[src/rtl/instruction_fetch.sv]
// Instruction fetch unit: FETCH/WAIT/VALID handshake against a 1-cycle synchronous RAM,
// with branch redirect and a sticky HALTED state that only reset can leave.
module instruction_fetch #(
  parameter logic [15:0] RESET_PC = 16'h0000
) (
  input  logic        clock,
  input  logic        reset,
  output logic [15:0] mem_address,
  output logic        mem_read,
  input  logic [15:0] mem_rdata,
  input  logic        branch_valid,
  input  logic [15:0] branch_target,
  input  logic        halt,
  output logic        inst_valid,
  output logic [15:0] inst_data,
  output logic [15:0] inst_pc,
  input  logic        inst_ready,
  output logic        halted
);

  typedef enum logic [1:0] {FETCH, WAIT, VALID, HALTED} state_e;

  state_e      state_q, state_d;
  logic [15:0] pc_q, pc_d;
  logic [15:0] inst_data_q, inst_data_d;
  logic [15:0] inst_pc_q, inst_pc_d;
  logic        read_q;
  logic        issue;

  // A FETCH right after a read (branch taken in FETCH) idles one cycle so
  // reads are never issued back to back.
  assign issue = (state_q == FETCH) && !read_q;

  always_comb begin
    state_d     = state_q;
    pc_d        = pc_q;
    inst_data_d = inst_data_q;
    inst_pc_d   = inst_pc_q;
    if (state_q != HALTED) begin
      if (halt) begin
        state_d = HALTED;
      end else if (branch_valid) begin
        state_d = FETCH;
        pc_d    = branch_target;
      end else begin
        case (state_q)
          FETCH: if (issue) state_d = WAIT;
          WAIT: begin
            inst_data_d = mem_rdata;
            inst_pc_d   = pc_q;
            pc_d        = pc_q + 16'd1;
            state_d     = VALID;
          end
          VALID: if (inst_ready) state_d = FETCH;
          default: state_d = state_q;
        endcase
      end
    end
  end

  always_ff @(posedge clock) begin
    if (reset) begin
      state_q     <= FETCH;
      pc_q        <= RESET_PC;
      inst_data_q <= 16'h0000;
      inst_pc_q   <= 16'h0000;
      read_q      <= 1'b0;
    end else begin
      state_q     <= state_d;
      pc_q        <= pc_d;
      inst_data_q <= inst_data_d;
      inst_pc_q   <= inst_pc_d;
      read_q      <= issue;
    end
  end

  // Reads are masked while reset is held so the bus idles at zero until the
  // first cycle with reset low, which then fetches RESET_PC immediately.
  assign mem_read    = issue && !reset;
  assign mem_address = mem_read ? pc_q : 16'h0000;
  assign inst_valid  = (state_q == VALID);
  assign inst_data   = inst_data_q;
  assign inst_pc     = inst_pc_q;
  assign halted      = (state_q == HALTED);

endmodule

[config.mk]
export PLATFORM = sky130hd
export DESIGN_NAME = instruction_fetch
export DESIGN_NICKNAME = d
export VERILOG_FILES = /design/src/rtl/instruction_fetch.sv
export SDC_FILE = /design/constraint.sdc
export NUM_CORES = 1
export LEC_CHECK = 0
export CORE_UTILIZATION = 49
export DETAILED_ROUTE_END_ITERATION = 10
export GPL_TIMING_DRIVEN = 0
export PLACE_DENSITY = 0.86
export SYNTH_ARGS = -nofsm -noshare
export SYNTH_HDL_FRONTEND = slang
export SYNTH_SLANG_ARGS = --single-unit
[constraint.sdc]
create_clock -name clock -period 3.6 [get_ports clock]
set_input_delay 0.36 -clock clock [delete_from_list [all_inputs] [get_ports clock]]
set_output_delay 0.36 -clock clock [all_outputs]
set_load 0.05 [all_outputs]
Word-level counts from Yosys, hierarchy flattened
Index checks and enable logic that the tools add are counted.
{"block": "word_totals", "wordCells": 32, "regBits": 51, "out_inout_bits": 51, "input_bits": 37}
{"block": "classes", "bitwise": 2, "n_reduce_logical": 10, "n_addsub": 1, "muxes": 8, "eq_ne": 6}
{"operator": "$mux 16", "n": 3}
{"operator": "$add 16x1->16 const B", "n": 1}
{"operator": "$mux 2", "n": 4}
{"operator": "$reduce_and 4->1", "n": 2}
{"operator": "$pmux 2 s3", "n": 1}
{"operator": "$reduce_bool 5->1", "n": 1}
{"operator": "$eq 2x2->1 const B", "n": 2}
{"operator": "$ne 4x3->1 const B", "n": 1}
{"operator": "$ne 4x4->1 const B", "n": 1}
{"operator": "$reduce_and 3->1", "n": 1}
{"operator": "$eq 2x1->1 const B", "n": 1}
{"operator": "$logic_and 1x1->1", "n": 2}
{"operator": "$logic_not 1->1", "n": 2}
{"operator": "$logic_not 2->1", "n": 1}
{"operator": "$ne 2x2->1 const B", "n": 1}
{"operator": "$not 1->1", "n": 2}
{"operator": "$reduce_bool 2->1", "n": 1}

Logic depth before layout (Yosys ltp)
Gate-level depths: netlist (run 1).
{"block": "depth", "depth_word": 6, "depth_mapped": 7, "ltp_nobuf": 6}

Worst setup path after synthesis (run 1)
OpenSTA, ideal clock, no wires.
{"block": "synth_path", "path_type": "reg-to-output", "startpoint": "register state_q[0]", "endpoint": "output port mem_address[10]", "required_time_ns": 3.240, "n_path_buf": 1, "slack_ns": 1.125, "stages_incl_launch_ff": 6, "arrival_ns": 2.115, "path_cell_list": "dfxtp_1 -> inv_1 -> ha_1 -> nor3b_1 -> clkbuf_1 -> and2_1"}
{"block": "synth_between", "elab_chain_cells": 4}
{"element": "start: declaration", "line": "23", "source": "state_e state_q, state_d;"}
{"element": "start signal: assignment", "line": "69", "source": "state_q <= state_d;"}
{"element": "$logic_not 2->1", "line": "32", "source": "assign issue = (state_q == FETCH) && !read_q;"}
{"element": "$logic_and 1x1->1", "line": "32"}
{"element": "$logic_and 1x1->1", "line": "79", "source": "assign mem_read = issue && !reset;"}
{"element": "via mem_read", "line": "9", "source": "output logic mem_read,"}
{"element": "$mux 16", "line": "80", "source": "assign mem_address = mem_read ? pc_q : 16'h0000;"}
{"element": "end: declaration", "line": "8", "source": "output logic [15:0] mem_address,"}
The timed path passes the listed nets, and every way through them passes these cells.

Worst setup path after layout (run 1)
{"block": "layout_path", "startpoint": "register state_q[1]", "endpoint": "output port mem_address[13]"}
{"block": "layout_between", "elab_chain_cells": 4}
{"element": "$logic_not 2->1", "line": "32"}
{"element": "$logic_and 1x1->1", "line": "32"}
{"element": "$logic_and 1x1->1", "line": "79"}
{"element": "$mux 16", "line": "80"}
No other way between the ends.

==> implementation parameters, run 1 <==
Parameter                              Value

Logic synthesis
  Summed instance area of the synthesized netlist ... between 0.002 and 0.003 mm2
  Synth warnings ... 0
  Most common flop cell mapped by yosys ... sky130_fd_sc_hd__dfxtp_1
  Post-Synthesis Mean Instance Area ... between 7 and 8 um2
  Flip-flop and latch count after synthesis ... ~50
  Distinct cell type count of the synthesized netlist ... between 40 and 50
  Sequential element share of the synthesized area ... 0.402
  Net count of the mapped netlist ... 375
  Count of mapped cells out of synthesis ... 331
  Number of flops mapped to enable cells by yosys ... 0
  Share of flip-flops with an asynchronous set or reset after synthesis ... 0

Critical path
  CP required ... between 3 and 4 ns
  Critical path launch point type ... flop
  Endpoint kind of the worst setup timing path ... primary output
  Startpoint-to-endpoint class of the critical path ... reg -> out
  Data arrival time of the critical path ... 2.83 ns
  Max Fanout on Critical Path ... 10

Pwr
  Total power density per cell area ... 339 mW/mm2
  Cell leakage power ... 1.25 nW
  Max rail drop VDD ... ~180 uV
  Power Total ... 0.00121 W

Routing
  Post-route DRC violation count ... 0
  Via density per instance ... about 5.6
  WL final ... around 7100 um
  Antenna viol nets, final ... 0
  Count of vias placed by the detailed router ... between 2,000 and 3,000
  DRT Pass-1 Iters ... 5
  DR iter-0 viols ... 197
  Average wire per standard cell ... 14.5 um

CTS
  Clk root buf ... sky130_fd_sc_hd__clkbuf_8
  Clock insertion delay at the later pin of the skew report ... between 0.3 and 0.4 ns
  CTS tree ... yes
  Buffer depth of the longest clock path ... 2
  CTS H-Tree Depth ... 2
  Post-CTS clock slew at the launch and capture registers of the worst setup and hold paths ... 0.10 ns
  Clock buffer count from CTS ... 5
  Sinks on Clock Net ... 51

Placement
  Weighted congestion at the end of routability-driven global placement ... 0.881
  Half-perimeter wire length after detailed placement ... 5190 um
  Buffers on Ports ... 86

Status
  Status ... completed

Die
  Starting density of the core ... 0.524
  Core ar. ... slightly below 0.005 mm2
  Number of core rows ... 25
  Floorplan die height ... 74.0 um
  Number of top-level pins ... 88
  Area of the die ... 0.00548 mm2
  X dimension of the die ... around 74 um

Cells and area
  Layout-stage area growth over the synthesis result ... 40.8%
  Final cell utilization of the core ... 0.738
  Layout cells sized above 1 ... 0.0588
  Total of fill cells in the finished design ... 408
  Commonest cells after routing, fill and taps aside ... sky130_fd_sc_hd__clkdlybuf4s50_1, sky130_fd_sc_hd__nand2_1, sky130_fd_sc_hd__dfxtp_1, sky130_fd_sc_hd__a21oi_1, sky130_fd_sc_hd__and2_1
  Commonest non-fill, non-tap cell in the layout ... sky130_fd_sc_hd__clkdlybuf4s50_1
  Number of antenna diodes ... 0
  Number of nets in the layout ... 468

Timing
  Worst relative slew slack ... 0.532
  Maximum clock skew at final layout ... 0.0118 ns
  Final cycle utilization of the critical path ... 0.886
  Slew Limit Fails ... 0
  Final Hold Viols ... 0
  Slew of the pin with the lowest slew margin ... around 0.7 ns
  Minimum clock period after layout ... 3.19 ns
  Setup repair after global routing missed its margin ... no
  Final-layout worst hold slack ... 0.369 ns
  Sum of negative setup slack ... 0 ns
  Final-report setup violation count ... 0
  F_max ... between 300 and 400 MHz

Global routing
  Pin count of the biggest net entering global routing ... 17
  Fraction of met1 tracks used by global routing ... 0.346
  Met2 demand-to-capacity share in global routing ... 0.459
  Met3 global-route usage ... 0.0650
  Busiest grt layer ... met2
  Via count of the first global-routing pass ... 2,509
  Global-route wire length before repair ... roughly 11,000 um
  Initial antenna violation count ... 0
  Grt ovf ... 0
  Total routing usage reported by global routing ... 0.272

Hold path
  Worst hold path type ... in -> reg

Run
  Max capacitance violation total ... 0
==> report_power, final <==
part	internal, W	switching (W)	leakage [nW]
clock	0.000137	0.000200	0.0483
sequential	0.000588	0.0000305	0.414
combinational	0.000108	0.000151	0.791
==> area by class of cell <==
class,count,area [um2],area share
Timing Repair Buffer,86,861,0.241
Multi-Input combinational cell,251,1360,0.380
Tap cell,67,83.8,0.0234
Clock inverter,3,18.8,0.00525
Buffer,25,149,0.0416
Clock buffer,5,68.8,0.0192
Sequential cell,51,1020,0.285
Inverter,4,15.0,0.00420
==> sequential cells by signal, indices dropped and copies added (netlist names) <==
register	cells
inst_data	16
state_q	2
pc_q	16
inst_pc	16
read_q	1
==> logic make-up (layout without fill, tap and decap cells) <==
kind of cell | Yosys count | after routing | share of synthesized area
multiplexers | 2 | 2 | 0.00837
AO/OA/AOI/OAI | 83 | 83 | 0.188
flip-flops | 51 | 51 | 0.402
AND/OR/NAND/NOR | 159 | 159 | 0.302
adder cells (fa/ha/maj) | 7 | 7 | 0.0345
buffers and inverters | 29 | 123 | 0.0645
==> path summary, 6_finish.rpt <==
| kind | start | end | slack (ns) | cells past startpoint |
|---|---|---|---|---|
| max | state_q[1] | mem_address[13] | 0.41 | 6 |
| max reg2reg | state_q[0] | pc_q[1] | 1.54 | 7 |
| min reg2reg | inst_data[2] | inst_data[2] | 0.46 | 2 |
| min | reset | pc_q[11] | 0.37 | 2 |
==> through the flow <==
| step | std cells | setup WS, ns | area (um2) |
|---|---|---|---|
| global route | 492 | 0.280 | 3580 |
| CTS | 492 | 0.0479 | 3570 |
| floorplan | 331 | 1.12 | 2540 |
| finish | 492 | 0.410 | 3580 |
| detailed placement | 484 | 0.392 | 3480 |
| global placement | 484 | 0.492 | 3480 |
==> routing by layer <==
layer  vias to the layer above  share of wire
li1                       1340              -
met1                      1273           0.43
met2                       130           0.48
met3                         6          0.080
met4                         0         0.0095
met5                         -              0
==> synth_stat cells (3+ instances only) <==
cell type	n	area share
sky130_fd_sc_hd__or4_1	3	0.0089
sky130_fd_sc_hd__dfxtp_1	51	0.40
sky130_fd_sc_hd__nand2_1	79	0.12
sky130_fd_sc_hd__buf_2	3	0.0059
sky130_fd_sc_hd__a31oi_1	6	0.015
sky130_fd_sc_hd__a21oi_1	50	0.099
sky130_fd_sc_hd__ha_1	7	0.034
sky130_fd_sc_hd__inv_1	4	0.0059
sky130_fd_sc_hd__clkbuf_1	15	0.022
sky130_fd_sc_hd__nand4_1	6	0.015
sky130_fd_sc_hd__o21ai_0	8	0.016
sky130_fd_sc_hd__nand3_1	13	0.026
sky130_fd_sc_hd__nor2_1	12	0.018
sky130_fd_sc_hd__and2_1	17	0.042
sky130_fd_sc_hd__o221ai_1	4	0.014
sky130_fd_sc_hd__nor3_1	4	0.0079
sky130_fd_sc_hd__and3_1	7	0.017
sky130_fd_sc_hd__o31ai_1	3	0.0089
==> worst max-delay path, cell delays in order (launching register included) <==
cell	delay (ns)
sky130_fd_sc_hd__dfxtp_1	0.37
sky130_fd_sc_hd__inv_1	0.13
sky130_fd_sc_hd__ha_1	0.19
sky130_fd_sc_hd__nor3b_2	0.50
sky130_fd_sc_hd__clkbuf_1	0.33
sky130_fd_sc_hd__and2_1	0.19
sky130_fd_sc_hd__clkdlybuf4s50_1	0.80
==> timing repair <==
action,in CTS,in global routing
setup endpoints to repair,0,9
resized for setup,0,1
hold buffers,0,0
setup buffers,0,0
Note: power is estimated with default switching activity, not from simulation.
==> run 2: changes to the inputs <==
GPL_TIMING_DRIVEN = unset   (was 0)
==> run 2 against run 1 <==
Effect of this change:
- clock power increased by 14%
- die area unchanged
- register-to-register slack got worse by 0.12 ns
- combinational power decreased by 6%
- setup slack improved by 0.30 ns
- critical path type unchanged
==> implementation parameters, run 2 (same netlist as run 1, synthesis figures left out) <==
Parameter                              Value

Status
  Status ... completed

Timing
  F_max ... about 350 MHz
  Minimum clock period after layout ... roughly 2.9 ns
  Final Hold Viols ... 0
  Slew Limit Fails ... 0
  Final-report setup violation count ... 0
  Slew of the pin with the lowest slew margin ... between 1 and 1.5 ns
  Sum of negative setup slack ... 0 ns
  Final cycle utilization of the critical path ... 0.803
  Worst relative slew slack ... 0.245
  Maximum clock skew at final layout ... 0.00254 ns
  Setup repair after global routing missed its margin ... no

Pwr
  Sequential cell fraction of total power ... 0.498
  Max rail drop VDD ... 234 uV
  Switching power ... about 0.00035 W
  Cell leakage power ... ~1.2 nW
  Total power density per cell area ... 362 mW/mm2
  Logic pwr share ... 0.195
  Proportion of power drawn by the clock network ... 0.307
  Net Sw Frac ... 0.284
  Total internal power ... between 0.0008 and 0.0009 W

Global routing
  Pin count of the biggest net entering global routing ... between 50 and 60
  Global-route wire length before repair ... 10,400 um
  Via count of the first global-routing pass ... 2,274
  Total routing usage reported by global routing ... 0.248
  Initial antenna violation count ... 0
  Grt ovf ... 0

Routing
  WL final ... 6610 um
  Post-route DRC violation count ... 0
  DR iter-0 viols ... 107
  Antenna viol nets, final ... 0
  DRT Pass-1 Iters ... 4
  Via density per instance ... 5.39
  Count of vias placed by the detailed router ... 2,544
  Average wire per standard cell ... 14.0 um

Critical path
  Data arrival time of the critical path ... 2.53 ns
  Endpoint of the most critical register-to-register path ... pc_q[3]
  Startpoint-to-endpoint class of the critical path ... reg -> out
  Master of the slowest instance on the critical path ... sky130_fd_sc_hd__clkdlybuf4s50_1
  Max stage delay on crit path ... between 0.9 and 1 ns
  Endpoint kind of the worst setup timing path ... primary output
  CP required ... 3.24 ns
  Critical path launch point type ... flop
  Reg2Reg Launch Point ... state_q[1]
  Cell chain of the critical path ... inv_1 -> ha_1 -> nor3b_1 -> clkdlybuf4s50_1
  Crit path from ... state_q[0]
  Max Fanout on Critical Path ... 9
  Worst reg2reg setup slack ... between 1 and 1.5 ns
  Depth of the worst register-to-register path ... 5

Hold path
  Worst min-delay path startpoint ... inst_pc[15]
  Worst hold path type ... reg -> reg
  Worst Hold Depth ... 2
  Hold endpoint ... inst_pc[15]

CTS
  Clock buffer count from CTS ... 5
  Sinks on Clock Net ... 51
  Buffer depth of the longest clock path ... 2
  CTS H-Tree Depth ... 2
  Number of cells upsized or downsized after cts ... 0
  Clock insertion delay at the later pin of the skew report ... 0.30 ns
  Post-CTS clock slew at the launch and capture registers of the worst setup and hold paths ... 0.09 ns
  Number of setup buffers added after CTS ... 0
  Hold buffers post-CTS ... 0
  Clk root buf ... sky130_fd_sc_hd__clkbuf_8
  CTS tree ... yes

Die
  Core ar. ... 0.00485 mm2
  Number of core rows ... 25
  Floorplan die height ... 74.0 um
  Number of top-level pins ... 88
  X dimension of the die ... between 70 and 80 um
  Area of the die ... 0.00548 mm2
  Starting density of the core ... 0.524

Placement
  Cell Count Post-Placement ... about 470
  Weighted congestion at the end of routability-driven global placement ... 0.885
  Buffers on Ports ... 87
  Half-perimeter wire length after detailed placement ... 4660 um

Cells and area
  Layout-stage area growth over the synthesis result ... 35.5%
  Commonest cells after routing, fill and taps aside ... sky130_fd_sc_hd__nand2_1, sky130_fd_sc_hd__clkdlybuf4s50_1, sky130_fd_sc_hd__dfxtp_1, sky130_fd_sc_hd__a21oi_1, sky130_fd_sc_hd__buf_4
  Layout cells sized above 1 ... 0.0864
  Commonest non-fill, non-tap cell in the layout ... sky130_fd_sc_hd__nand2_1
  Number of nets in the layout ... 449
  Number of antenna diodes ... 0
  Non-Filler Instances ... 472

Run
  Max capacitance violation total ... 0
## run 2: layout make-up
| type | count | area, um2 |
|---|---|---|
| clock inverter | 1 | 30.0 |
| fill | 387 | 1410 |
| clock buffer | 6 | 72.6 |
| tap | 67 | 83.8 |
| sequential | 51 | 1020 |
| timing repair buffer | 92 | 863 |
| inverter | 4 | 15.0 |
| multi-input combinational | 251 | 1360 |
## run 2: critical path: cells and delay by family (launching register included)
kind	cells	cell delay, ns
buf+inv	2	1.04
flops	1	0.37
simple gates	1	0.62
fa+ha+maj	1	0.20
## run 2: worst max-delay path by stage
stage,depth (start not counted),slack [ns],to
finish,4,0.71,mem_read
global route,4,0.48,mem_read
CTS,4,0.70,mem_read
detailed placement,4,1.04,mem_read
global placement,4,1.09,mem_read
floorplan,5,1.12,mem_address[10]
## run 2: layer usage
layer | up-vias | routed length, um | GRT usage
li1 | 1293 | - | -
met4 | 0 | 82 | 0.0748
met3 | 9 | 483 | 0.0407
met1 | 1138 | 2810 | 0.316
met5 | - | 0 | 0
met2 | 104 | 3230 | 0.429
## run 2: power groups by stage
stage          sequential (W)  combinational [W]  clock (W)
3_3_place_gp         0.000630           0.000237          0
3_5_place_dp         0.000632           0.000241          0
5_1_grt              0.000625           0.000262   0.000413
4_1_cts              0.000619           0.000242   0.000386
6_report             0.000620           0.000243   0.000383
2_1_floorplan        0.000644           0.000134          0
## run 2: per-stage QoR
stage / area, um2 / hold WS (ns) / setup slack, ns / utilization / total power, W
floorplan: 2540 / 0.414 / 1.12 / - / 0.000778
global placement: 3340 / 0.440 / 1.09 / 0.689 / 0.000867
detailed placement: 3340 / 0.445 / 1.04 / 0.689 / 0.000873
CTS: 3440 / 0.459 / 0.700 / 0.710 / 0.00125
global route: 3440 / 0.472 / 0.481 / 0.710 / 0.00130
finish: 3440 / 0.456 / 0.711 / 0.710 / 0.00124
